**src/rtl/sdram_refresh_ctrl.sv**
```systemverilog
// ---------------------------------------------------------------------------
// sdram_refresh_ctrl
//
// SDRAM power-up initialisation and periodic auto-refresh scheduler.
// After reset it waits INIT_WAIT cycles and then issues PRECHARGE ALL, two
// AUTO REFRESH commands and LOAD MODE, each spaced by the matching command
// recovery time. Once init is done, an interval timer adds one refresh to a
// debt counter every REFRESH_INTERVAL cycles. The block requests the shared
// command bus from the arbiter and issues AUTO REFRESH commands until the
// debt is paid off.
//
// Ports:
//   clk        in   system clock, rising edge
//   rst_n      in   asynchronous active-low reset
//   bus_gnt    in   arbiter grant of the SDRAM command bus
//   bus_req    out  command bus request
//   cmd_valid  out  one-cycle command strobe
//   cmd        out  0 = PRECHARGE ALL, 1 = AUTO REFRESH, 2 = LOAD MODE
//   mode_out   out  MODE_VALUE during a LOAD MODE strobe, otherwise 0
//   init_done  out  init sequence complete (stays high until reset)
//   debt       out  number of refreshes owed
//   urgent     out  debt >= MAX_DEBT-1
//   overflow   out  sticky: a tick arrived while debt was saturated
// ---------------------------------------------------------------------------
module sdram_refresh_ctrl #(
    parameter int          INIT_WAIT        = 10000,
    parameter int          REFRESH_INTERVAL = 780,
    parameter int          T_RP             = 2,
    parameter int          T_RFC            = 7,
    parameter int          T_MRD            = 2,
    parameter int          MAX_DEBT         = 8,
    parameter int          DEBT_W           = 4,
    parameter logic [12:0] MODE_VALUE       = 13'h0020
) (
    input  logic              clk,
    input  logic              rst_n,
    input  logic              bus_gnt,
    output logic              bus_req,
    output logic              cmd_valid,
    output logic [1:0]        cmd,
    output logic [12:0]       mode_out,
    output logic              init_done,
    output logic [DEBT_W-1:0] debt,
    output logic              urgent,
    output logic              overflow
);

    // The shared timer covers both the power-up wait (counting up) and the
    // command recovery waits (counting down), so it is sized for the largest.
    localparam int WAIT_MAX  = (T_RFC > T_RP) ? ((T_RFC > T_MRD) ? T_RFC : T_MRD)
                                              : ((T_RP  > T_MRD) ? T_RP  : T_MRD);
    localparam int TIMER_MAX = (INIT_WAIT > WAIT_MAX) ? INIT_WAIT : WAIT_MAX;
    localparam int TIMER_W   = $clog2(TIMER_MAX + 1);
    localparam int IV_W      = $clog2(REFRESH_INTERVAL + 1);

    localparam logic [1:0] CMD_PRECHARGE = 2'd0;
    localparam logic [1:0] CMD_REFRESH   = 2'd1;
    localparam logic [1:0] CMD_LOAD_MODE = 2'd2;

    typedef enum logic [3:0] {
        RESET_WAIT,
        PRECHARGE,
        WAIT_RP,
        REF1,
        WAIT_RFC1,
        REF2,
        WAIT_RFC2,
        LOAD_MODE,
        WAIT_MRD,
        IDLE,
        AUTO_REF,
        WAIT_AREF
    } state_t;

    state_t              state_q,     state_d;
    logic [TIMER_W-1:0]  timer_q,     timer_d;
    logic [IV_W-1:0]     interval_q,  interval_d;
    logic [DEBT_W-1:0]   debt_q,      debt_d;
    logic                overflow_q,  overflow_d;
    logic                init_done_q, init_done_d;
    logic                bus_req_q,   bus_req_d;
    logic                cmd_valid_q, cmd_valid_d;
    logic [1:0]          cmd_q,       cmd_d;
    logic [12:0]         mode_out_q,  mode_out_d;
    logic                urgent_q,    urgent_d;

    logic                tick;
    logic                refresh_start;

    // Next-state logic for the sequencer. Wait states load timer with
    // T_x-2 on entry and leave when it reaches zero, giving T_x-1 wait
    // cycles and therefore exactly T_x cycles between command strobes.
    always_comb begin
        state_d     = state_q;
        timer_d     = timer_q;
        init_done_d = init_done_q;

        case (state_q)
            RESET_WAIT: begin
                // Timer counts up from its cleared value; the transition
                // happens on the INIT_WAIT-th edge after reset release.
                if (timer_q == TIMER_W'(INIT_WAIT - 1)) begin
                    state_d = PRECHARGE;
                    timer_d = '0;
                end else begin
                    timer_d = timer_q + TIMER_W'(1);
                end
            end
            PRECHARGE: begin
                state_d = WAIT_RP;
                timer_d = TIMER_W'(T_RP - 2);
            end
            WAIT_RP: begin
                if (timer_q == '0) state_d = REF1;
                else               timer_d = timer_q - TIMER_W'(1);
            end
            REF1: begin
                state_d = WAIT_RFC1;
                timer_d = TIMER_W'(T_RFC - 2);
            end
            WAIT_RFC1: begin
                if (timer_q == '0) state_d = REF2;
                else               timer_d = timer_q - TIMER_W'(1);
            end
            REF2: begin
                state_d = WAIT_RFC2;
                timer_d = TIMER_W'(T_RFC - 2);
            end
            WAIT_RFC2: begin
                if (timer_q == '0) state_d = LOAD_MODE;
                else               timer_d = timer_q - TIMER_W'(1);
            end
            LOAD_MODE: begin
                state_d = WAIT_MRD;
                timer_d = TIMER_W'(T_MRD - 2);
            end
            WAIT_MRD: begin
                if (timer_q == '0) begin
                    state_d     = IDLE;
                    init_done_d = 1'b1;
                end else begin
                    timer_d = timer_q - TIMER_W'(1);
                end
            end
            IDLE: begin
                if ((debt_q != '0) && bus_gnt) state_d = AUTO_REF;
            end
            AUTO_REF: begin
                state_d = WAIT_AREF;
                timer_d = TIMER_W'(T_RFC - 2);
            end
            WAIT_AREF: begin
                // Grant is only looked at in the last wait cycle, so losing
                // it mid-refresh never cuts tRFC short.
                if (timer_q == '0) begin
                    if ((debt_q != '0) && bus_gnt) state_d = AUTO_REF;
                    else                           state_d = IDLE;
                end else begin
                    timer_d = timer_q - TIMER_W'(1);
                end
            end
            default: begin
                state_d = RESET_WAIT;
                timer_d = '0;
            end
        endcase
    end

    // Interval timer and refresh debt. The timer is armed when init
    // completes and free-runs afterwards. The debt drops on the edge that
    // enters AUTO_REF, so the strobe cycle already shows the paid-off value;
    // a tick landing on that same edge cancels the decrement.
    always_comb begin
        interval_d    = interval_q;
        debt_d        = debt_q;
        overflow_d    = overflow_q;
        tick          = 1'b0;
        refresh_start = (state_d == AUTO_REF);

        if (init_done_q) begin
            tick = (interval_q == '0);
            if (tick) interval_d = IV_W'(REFRESH_INTERVAL - 1);
            else      interval_d = interval_q - IV_W'(1);
        end else if (init_done_d) begin
            interval_d = IV_W'(REFRESH_INTERVAL - 1);
        end

        if (refresh_start && !tick) begin
            debt_d = debt_q - DEBT_W'(1);
        end else if (tick && !refresh_start) begin
            if (debt_q < DEBT_W'(MAX_DEBT)) debt_d     = debt_q + DEBT_W'(1);
            else                            overflow_d = 1'b1;
        end
    end

    // Output decode from the next state and next debt, so every output is a
    // flop that lines up with the state it describes.
    always_comb begin
        cmd_valid_d = 1'b0;
        cmd_d       = CMD_PRECHARGE;
        mode_out_d  = '0;

        case (state_d)
            PRECHARGE: begin
                cmd_valid_d = 1'b1;
                cmd_d       = CMD_PRECHARGE;
            end
            REF1, REF2, AUTO_REF: begin
                cmd_valid_d = 1'b1;
                cmd_d       = CMD_REFRESH;
            end
            LOAD_MODE: begin
                cmd_valid_d = 1'b1;
                cmd_d       = CMD_LOAD_MODE;
                mode_out_d  = MODE_VALUE;
            end
            default: begin
                cmd_valid_d = 1'b0;
            end
        endcase

        // Request stays up through tRFC so the arbiter cannot hand the bus
        // to the read/write sequencer in the middle of a refresh.
        bus_req_d = ((state_d == IDLE) && (debt_d != '0)) ||
                    (state_d == AUTO_REF) || (state_d == WAIT_AREF);
        urgent_d  = (debt_d >= DEBT_W'(MAX_DEBT - 1));
    end

    // All state, counters and registered outputs.
    always_ff @(posedge clk or negedge rst_n) begin
        if (!rst_n) begin
            state_q     <= RESET_WAIT;
            timer_q     <= '0;
            interval_q  <= '0;
            debt_q      <= '0;
            overflow_q  <= 1'b0;
            init_done_q <= 1'b0;
            bus_req_q   <= 1'b0;
            cmd_valid_q <= 1'b0;
            cmd_q       <= CMD_PRECHARGE;
            mode_out_q  <= '0;
            urgent_q    <= 1'b0;
        end else begin
            state_q     <= state_d;
            timer_q     <= timer_d;
            interval_q  <= interval_d;
            debt_q      <= debt_d;
            overflow_q  <= overflow_d;
            init_done_q <= init_done_d;
            bus_req_q   <= bus_req_d;
            cmd_valid_q <= cmd_valid_d;
            cmd_q       <= cmd_d;
            mode_out_q  <= mode_out_d;
            urgent_q    <= urgent_d;
        end
    end

    assign bus_req   = bus_req_q;
    assign cmd_valid = cmd_valid_q;
    assign cmd       = cmd_q;
    assign mode_out  = mode_out_q;
    assign init_done = init_done_q;
    assign debt      = debt_q;
    assign urgent    = urgent_q;
    assign overflow  = overflow_q;

endmodule

```
**config.mk**
```make
export PLATFORM = sky130hd
export DESIGN_NAME = sdram_refresh_ctrl
export DESIGN_NICKNAME = d
export VERILOG_FILES = /design/src/rtl/sdram_refresh_ctrl.sv
export SDC_FILE = /design/constraint.sdc
export NUM_CORES = 1
export LEC_CHECK = 0
export CAP_MARGIN = 20
export CORE_AREA = 5 5 109 90
export CTS_CLUSTER_DIAMETER = 200
export DETAILED_ROUTE_END_ITERATION = 12
export DIE_AREA = 0 0 114 95
export REMOVE_ABC_BUFFERS = 1
export SLEW_MARGIN = 10
export SYNTH_ARGS = -nofsm -noshare
export SYNTH_HDL_FRONTEND = slang
export SYNTH_SLANG_ARGS = --single-unit
```
**constraint.sdc**
```tcl
create_clock -name clk -period 2.6 [get_ports clk]
set_clock_uncertainty 0.2 [all_clocks]
set_input_delay 0.52 -clock clk [delete_from_list [all_inputs] [get_ports clk]]
set_output_delay 0.52 -clock clk [all_outputs]
set_load 0.02 [all_outputs]
```
==> impl_metrics.env, run 1 <==
export IMPL_grt_pass1_vias=2713
export IMPL_setup_viol=2
export IMPL_post_route_util_pct=41.9
export IMPL_wl_met3_um=457
export IMPL_synth_seq_cells=39
export IMPL_cts_buffers=5
export IMPL_whs_ps=274
export IMPL_rows=31
export IMPL_met1Wirelength_um=4080
export IMPL_synthFlopType="dfrtp_1"
export IMPL_die_x_um=114
export IMPL_initial_core_util_pct=33.6
export IMPL_path_clk_slew_ps=90
export IMPL_path_class="register to register"
export IMPL_fmax_mhz=380
export IMPL_yosysMostFrequentCell="dfrtp_1"
export IMPL_worstPathRequired_ps=2600
export IMPL_clockBufferDepth=2
export IMPL_end_kind="register"
export IMPL_dr_max_layer_used="met4"
export IMPL_clock_sinks=39
export IMPL_dieArea_um2=10800
export IMPL_area_growth_pct=24.5
export IMPL_worstHoldStart="overflow"
export IMPL_cts_tree="built"
export IMPL_hold_depth=1
export IMPL_n_antenna_cell=0
export IMPL_dp_worst_setup_slack_ps=1.50
export IMPL_slew_headroom_pct=63.1
export IMPL_grt_use_total_pct=15.8
export IMPL_post_route_period_util_pct=101
export IMPL_ys_async_sr_fraction_pct=100
export IMPL_clock_latency_ps=300
export IMPL_syn_area_um2=2940
export IMPL_critPathTopFamily="simple AND/OR/NAND/NOR gates"
export IMPL_finalMaxSlewViolations=0
export IMPL_path_cells="or4_4 -> or4_4 -> nor4bb_4 -> a21oi_2 -> xor2_1 -> inv_1 -> a21o_1"
export IMPL_ir_drop_uv=318
export IMPL_holdPathEnd="overflow"
export IMPL_synth_top_cell_area_share_pct=33.2
export IMPL_synthTopCellsByCount="39 x dfrtp_1, 31 x nor2_1, 24 x nand2_1, 23 x o21ai_0, 19 x a21oi_1"
export IMPL_gp_congestion=0.915
export IMPL_ys_types=63
export IMPL_status="finished, violations left"
export IMPL_r2r_cells=7
export IMPL_drive_gt1_share_pct=21.3
export IMPL_wire_per_inst_um=16.1
export IMPL_grt_pass1_wl_um=13800
export IMPL_crit_buf_inv=1
export IMPL_fin_crit_ps=2630
export IMPL_vias_per_cell=5.72
export IMPL_hp_class="register to register"
export IMPL_yosys_area_top_type="dfrtp_1"
export IMPL_wl_um=8320
export IMPL_dr_wl_met2_um=3710
export IMPL_gr_total_overflow=0
export IMPL_dp_cells=507
export IMPL_cpPeakStageDelay_ps=590
export IMPL_fillers=883
export IMPL_syn_inst=355
export IMPL_drt_iter0_markers=229
export IMPL_drcViolationCount=0
export IMPL_cts_root_buf="clkbuf_8"
export IMPL_r2r_start="interval_q[5]"
export IMPL_rrSetupSlack_ps=-30
export IMPL_core_area_um2=8730
export IMPL_grt_max_degree=17
export IMPL_hpwlAfterDp_um=5900
export IMPL_synth_seq_area_share_pct=33.2
export IMPL_drv_cap=0
export IMPL_ys_warn_count=0
export IMPL_total_leakage_power_nw=1.53
export IMPL_p_total_mw=2.65
export IMPL_startpoint_type="register"
export IMPL_synth_edf_count=0
export IMPL_crit_reg2reg_capture="urgent"
export IMPL_slowest_stage="or4_4"
export IMPL_drt_pass1_iter_count=5
export IMPL_path_common_cell="or4_4"
export IMPL_cts_htree_levels=2
export IMPL_nNetsFinal=411
export IMPL_ant_nets=0
export IMPL_powerDensity_nw_per_um2=726
export IMPL_hold_viol=0
export IMPL_ios=27
export IMPL_fp_dieH_um=95
export IMPL_critPathMaxFanout=5
export IMPL_crit_arrival_ps=2630
export IMPL_syn_area_per_cell_um2=8.27
export IMPL_setup_slack_ps=-29.9
export IMPL_via_count=2963
export IMPL_synth_area_top_cells="dfrtp_1 33%, nor2_1 4.0%, o21ai_0 3.9%"
export IMPL_portBuffers=14
export IMPL_final_cells=518
export IMPL_rsz0062_at_grt="true"
export IMPL_antenna_found_initial=0
export IMPL_violations="setup timing"
export IMPL_tightest_slew_ps=554
[logic make-up (layout without fill, tap and decap cells)]
kind of cell | Yosys count | in the layout | synth area share, %
AOI/OAI and AO/OA | 111 | 111 | 27.0
xor gates and xnor gates | 8 | 8 | 2.39
adders and majority gates | 6 | 6 | 2.56
buffers and inverters | 53 | 89 | 8.87
DFF | 39 | 39 | 33.2
muxes | 4 | 4 | 1.41
other | 1 | 12 | 0.128
and+or+nand+nor | 133 | 134 | 24.4
[sequential cells by signal (all words and copies together) (netlist names)]
register,count
interval_q,10
bus_req,1
debt,4
timer_q,14
overflow,1
cmd,1
state_q,4
mode_out,1
urgent,1
init_done,1
cmd_valid,1
[per-layer routing]
metal / vias to the layer above / track usage, %
li1: 1405 / -
met1: 1460 / 23.1
met2: 91 / 24.2
met3: 7 / 2.37
met4: 0 / 3.96
met5: - / 0
[worst max-delay path by stage]
stage | from | to | slack, ps | cells past startpoint
2_1_floorplan | timer_q[8] | urgent | -20 | 7
6_report | interval_q[5] | urgent | -30 | 7
5_1_grt | interval_q[5] | urgent | -90 | 7
3_3_place_gp | interval_q[3] | urgent | 50 | 7
3_5_place_dp | interval_q[3] | urgent | 1 | 7
4_1_cts | timer_q[8] | timer_q[11] | 8 | 7
[power breakdown]
group	total, mW	switching (mW)	internal (mW)
registers	0.823	0.0972	0.726
clock network	0.542	0.253	0.290
logic	1.29	0.727	0.562
[stage by stage]
stage / TNS (ps) / area, um2
6_report: -55.3 / 3650
5_1_grt: -162 / 3650
4_1_cts: 0 / 3550
3_5_place_dp: 0 / 3420
3_3_place_gp: 0 / 3420
2_1_floorplan: -23.2 / 2780
[what timing repair did]
| item | CTS | global route |
|---|---|---|
| gates resized for setup | 0 | 20 |
| hold endpoints to repair | 14 | 0 |
| setup endpoints to repair | 2 | 14 |
| pin swaps | 1 | 7 |
| hold buffers | 1 | 0 |
| setup buffers | 0 | 1 |
| gates cloned | 0 | 1 |
[layout by cell type (no fill, tap or decap), types with 3 or more instances in the layout]
cell,n
a32o_1,5
dfrtp_1,38
or4_1,4
a221oi_1,3
o21ai_0,23
a32oi_1,3
o31ai_1,5
a2bb2oi_1,3
o22a_1,4
nand4_1,7
o2bb2ai_1,3
clkdlybuf4s50_1,13
ha_1,6
and2_1,4
a31oi_1,5
o22ai_1,5
nand2_1,23
or4_4,5
nor4_1,7
inv_1,16
or3_1,3
clkbuf_8,5
nand3_1,11
a21oi_1,17
xnor2_1,6
nor2_1,31
nand2b_1,9
buf_4,50
a221o_1,3
and3_1,3
conb_1,12
nor3_1,10
a22oi_1,4
a21o_1,5
[area by class of cell]
type	count	area, um2	share of cell area [%]
Tap cell	115	144	3.94
Clock buffer	5	68.8	1.88
Clock inverter	3	46.3	1.27
Multi-Input combinational cell	275	1840	50.3
Sequential cell	39	977	26.7
Inverter	16	60.1	1.64
Timing Repair Buffer	65	520	14.2
No activity file was read; power rests on OpenSTA's default activity.
==> inputs of run 2 (changes only) <==
DONT_BUFFER_PORTS = 1   (was not set)
RECOVER_POWER = 50   (was not set)
==> run 2 against run 1 <==
  * The flow still finishes with violations (setup timing)
  * Power is 2.0% lower
  * First-iteration DRC count is 1.7% higher
  * Hold slack better by 32 ps
  * Largest cell class unchanged
==> impl_metrics.env, run 2 (same netlist as run 1, synthesis figures left out) <==
export IMPL_startpoint="interval_q[3]"
export IMPL_fillers=851
export IMPL_drt_pass1_iter_count=5
export IMPL_layout_commonest_cell="buf_4"
export IMPL_setup_slack_ps=-21.3
export IMPL_drt_iter0_markers=233
export IMPL_path_class="register to register"
export IMPL_final_cells=506
export IMPL_grt_pass1_vias=2622
export IMPL_fp_dieH_um=95
export IMPL_initial_core_util_pct=33.6
export IMPL_nNetsFinal=399
export IMPL_startpoint_type="register"
export IMPL_drv_cap=0
export IMPL_finalMaxSlewViolations=0
export IMPL_r2r_cells=7
export IMPL_cts_tree="built"
export IMPL_ios=27
export IMPL_reg_largest_list="timer_q x14, interval_q x10"
export IMPL_antenna_found_initial=0
export IMPL_crit_end="urgent"
export IMPL_fin_crit_ps=2620
export IMPL_dp_worst_setup_slack_ps=-10.7
export IMPL_whs_ps=306
export IMPL_rows=31
export IMPL_hp_class="register to register"
export IMPL_cts_root_buf="clkbuf_8"
export IMPL_wire_per_inst_um=15.6
export IMPL_dieArea_um2=10800
export IMPL_violations="setup timing"
export IMPL_drive_gt1_share_pct=20.5
export IMPL_vias_per_cell=5.70
export IMPL_powerDensity_nw_per_um2=745
export IMPL_tightest_slew_ps=1020
export IMPL_regMostFlops="timer_q"
export IMPL_end_kind="register"
export IMPL_setup_viol=1
export IMPL_hold_viol=0
export IMPL_n_antenna_cell=0
export IMPL_path_clk_slew_ps=90
export IMPL_post_route_period_util_pct=101
export IMPL_rsz0062_at_grt="true"
export IMPL_crit_reg2reg_capture="urgent"
export IMPL_grt_pass1_wl_um=13200
export IMPL_rrSetupSlack_ps=-20
export IMPL_clock_sinks=39
export IMPL_cts_htree_levels=2
export IMPL_status="finished, violations left"
export IMPL_grt_max_degree=40
export IMPL_grt_use_total_pct=15.1
export IMPL_clockBufferDepth=2
export IMPL_gr_total_overflow=0
export IMPL_crit_arrival_ps=2620
export IMPL_r2r_start="interval_q[3]"
export IMPL_drcViolationCount=0
export IMPL_hpwlAfterDp_um=5590
export IMPL_total_leakage_power_nw=1.49
export IMPL_core_area_um2=8730
export IMPL_area_growth_pct=19.1
export IMPL_worstPathRequired_ps=2600
export IMPL_gp_congestion=0.843
export IMPL_post_route_util_pct=40.0
export IMPL_wl_um=7920
export IMPL_die_x_um=114
export IMPL_cts_buffers=5
export IMPL_final_cell_mix="51 x buf_4, 39 x dfrtp_1, 31 x nor2_1"
export IMPL_portBuffers=0
export IMPL_clock_latency_ps=300
export IMPL_largest_reg_flops=14
export IMPL_via_count=2882
export IMPL_ir_drop_uv=284
export IMPL_ant_nets=0
export IMPL_dp_cells=493
export IMPL_critPathMaxFanout=8
export IMPL_p_total_mw=2.60
export IMPL_slew_headroom_pct=32.0
export IMPL_fmax_mhz=381
==> run 2: changes by cell type in the layout (fill, tap and decap cells not counted), sizes merged <==
cell and delta:
clkdlybuf4s50 -13, buf +1, clkbuf +1, clkinv +1
clkinvlp -1, or4 -1
==> run 2: cell type report <==
class	count	area, um2	area share (%)
clock buffer	5	68.8	1.97
inverter	16	60.1	1.72
timing repair buffer	54	409	11.7
tap	115	144	4.12
clock inverter	3	47.5	1.36
multi-input combinational	274	1790	51.2
sequential	39	976	27.9
==> run 2: report_power, final <==
part           switching, mW  internal [mW]
registers             0.0714          0.726
clock network          0.252          0.291
logic                  0.736          0.526
==> run 2: layer usage <==
| metal | wire [um] | vias up | track usage [%] |
|---|---|---|---|
| met5 | 0 | - | 0 |
| met3 | 424 | 9 | 3.65 |
| met1 | 3780 | 1412 | 21.0 |
| met2 | 3590 | 88 | 22.8 |
| li1 | - | 1373 | - |
| met4 | 122 | 0 | 5.04 |
==> run 2: repair_timing <==
item,CTS,global route
hold endpoints to repair,39,0
resized for setup,1,9
pin swaps,1,5
hold buffers,2,0
setup buffers,0,3
setup endpoints to repair,2,11
==> run 2: how the worst min path moves through the flow <==
stage / slack [ps] / cells after the start / to / startpoint
CTS: 310 / 1 / interval_q[6] / interval_q[6]
detailed placement: 30 / 0 / timer_q[5] / rst_n
finish: 310 / 1 / interval_q[6] / interval_q[6]
global route: 320 / 1 / interval_q[6] / interval_q[6]
global placement: 30 / 0 / timer_q[7] / rst_n
floorplan: 20 / 0 / bus_req / rst_n
==> run 2: worst max-delay path: stages (launching register included) <==
cell and delay [ps]:
dfrtp_1 380, or4_4 540, or4_4 590, a211oi_2 240, a21oi_2 90, xor2_1 210, inv_1 90, a21o_1 170
==> run 2: stage by stage <==
stage | TNS, ps | area [um2]
after floorplan | -23.2 | 2780
after global placement | 0 | 3290
after detailed placement | -10.7 | 3290
after CTS | 0 | 3440
after global routing | -139 | 3490
final | -21.3 | 3490
==> inputs of run 3 (changes only) <==
CTS_BUF_LIST = sky130_fd_sc_hd__clkbuf_4   (was not set)
GPL_TIMING_DRIVEN = 0   (was not set)
==> run 3 against run 2 <==
  * Global-route usage down 0.51 points
  * Highest routed layer unchanged
  * Routed wire length down 0.34%
  * The run still ends with setup timing left
  * Sequential cell count unchanged
==> impl_metrics.env, run 3 (same netlist as run 1, synthesis figures left out) <==
export IMPL_worstPathRequired_ps=2630
export IMPL_grt_pass1_wl_um=12900
export IMPL_initial_core_util_pct=33.6
export IMPL_fin_crit_ps=2680
export IMPL_n_antenna_cell=0
export IMPL_portBuffers=0
export IMPL_ant_nets=0
export IMPL_grt_use_total_pct=14.5
export IMPL_path_cells="or4_4 -> or4_4 -> or3_1 -> a311oi_2 -> a31oi_1"
export IMPL_critPathMaxFanout=5
export IMPL_slew_headroom_pct=33.0
export IMPL_reg_largest_list="timer_q x14, interval_q x10"
export IMPL_grt_max_degree=40
export IMPL_drcViolationCount=0
export IMPL_total_leakage_power_nw=1.35
export IMPL_hpwlAfterDp_um=5000
export IMPL_crit_arrival_ps=2710
export IMPL_ios=27
export IMPL_cts_tree="built"
export IMPL_path_clk_slew_ps=140
export IMPL_ir_drop_uv=236
export IMPL_drive_gt1_share_pct=22.5
export IMPL_rsz0062_at_grt="true"
export IMPL_crit_buf_inv=0
export IMPL_cpPeakStageDelay_ps=590
export IMPL_final_cells=480
export IMPL_die_x_um=114
export IMPL_path_common_cell="or4_4"
export IMPL_drt_pass1_iter_count=4
export IMPL_largest_reg_flops=14
export IMPL_fp_dieH_um=95
export IMPL_vias_per_cell=5.86
export IMPL_drt_iter0_markers=221
export IMPL_cts_root_buf="clkbuf_4"
export IMPL_hp_class="register to register"
export IMPL_end_kind="register"
export IMPL_gr_total_overflow=0
export IMPL_core_area_um2=8730
export IMPL_drv_cap=0
export IMPL_post_route_util_pct=38.9
export IMPL_dp_cells=445
export IMPL_layout_commonest_cell="nor2_1"
export IMPL_rows=31
export IMPL_hold_viol=0
export IMPL_path_class="register to register"
export IMPL_antenna_found_initial=0
export IMPL_gp_congestion=0.858
export IMPL_dieArea_um2=10800
export IMPL_wl_um=7890
export IMPL_setup_viol=3
export IMPL_violations="setup timing"
export IMPL_final_cell_mix="31 x nor2_1, 27 x dfrtp_1, 24 x nand2_1"
export IMPL_grt_pass1_vias=2542
export IMPL_cts_buffers=5
export IMPL_area_growth_pct=15.5
export IMPL_nNetsFinal=373
export IMPL_finalMaxSlewViolations=0
export IMPL_wire_per_inst_um=16.4
export IMPL_post_route_period_util_pct=103
export IMPL_status="finished, violations left"
export IMPL_setup_slack_ps=-80.5
export IMPL_tightest_slew_ps=1000
export IMPL_fmax_mhz=373
export IMPL_startpoint_type="register"
export IMPL_clockBufferDepth=2
export IMPL_critPathTopFamily="simple AND/OR/NAND/NOR gates"
export IMPL_powerDensity_nw_per_um2=714
export IMPL_fin_tns_setup_ps=-164
export IMPL_regMostFlops="timer_q"
export IMPL_via_count=2813
export IMPL_clock_sinks=39
export IMPL_cts_htree_levels=2
export IMPL_slowest_stage="or4_4"
export IMPL_clock_latency_ps=360
==> run 3: cell count changes in the layout (fill, tap and decap cells not counted), sizes merged <==
cell / change
bufinv: -1
clkinv: -1
or4: +1
buf: -27
clkinvlp: +2
==> run 3: layout make-up <==
cell class / instances / area [um2]
flip-flops and latches: 39 / 991
multi-input cells: 275 / 1930
well taps: 115 / 144
clock buffers: 5 / 37.5
repair buffers: 27 / 203
fillers: 881 / 5340
inverters: 16 / 60.1
clock inverters: 3 / 23.8
==> run 3: stage by stage <==
stage               hold WS (ps)  cell area [um2]  total power [mW]  setup WS (ps)
finish                       295             3390              2.42          -80.5
floorplan                   24.4             2780              1.58          -23.2
global placement            26.1             2920              1.75           -565
CTS                          295             3180              2.28           2.51
global route                 328             3390              2.60           -149
detailed placement          26.0             2930              1.78           -393
==> run 3: where the power goes <==
group          switching [mW]  total, mW  internal [mW]
combinational           0.567       1.06          0.494
clock                   0.235      0.343          0.108
sequential              0.279       1.02          0.738
total                    1.08       2.42           1.34
==> run 3: timing repair <==
item                                   in CTS  in global routing
setup endpoints to repair                  31                 26
hold buffers                                2                  0
pin swaps                                   3                  9
resized for setup                          17                 30
cloned                                      1                  0
endpoints found under the hold margin      39                  0
buffers inserted                           12                 12
==> run 3: path summary, 6_finish.rpt <==
kind	start	endpoint	slack [ps]	depth (start not counted)
max	interval_q[6]	bus_req	-80	5
min	interval_q[6]	interval_q[6]	290	1
max reg2reg	interval_q[6]	bus_req	-80	5
min reg2reg	interval_q[6]	interval_q[6]	290	1
max in group asynchronous	rst_n	debt[0]	830	2
min in group asynchronous	rst_n	timer_q[11]	680	2
==> run 3: per-layer routing <==
| metal | global-route usage, % | up-vias | wire length (um) |
|---|---|---|---|
| met3 | 2.24 | 6 | 352 |
| met5 | 0 | - | 0 |
| met1 | 21.4 | 1406 | 3900 |
| li1 | - | 1326 | - |
| met2 | 21.9 | 75 | 3550 |
| met4 | 4.25 | 0 | 82 |
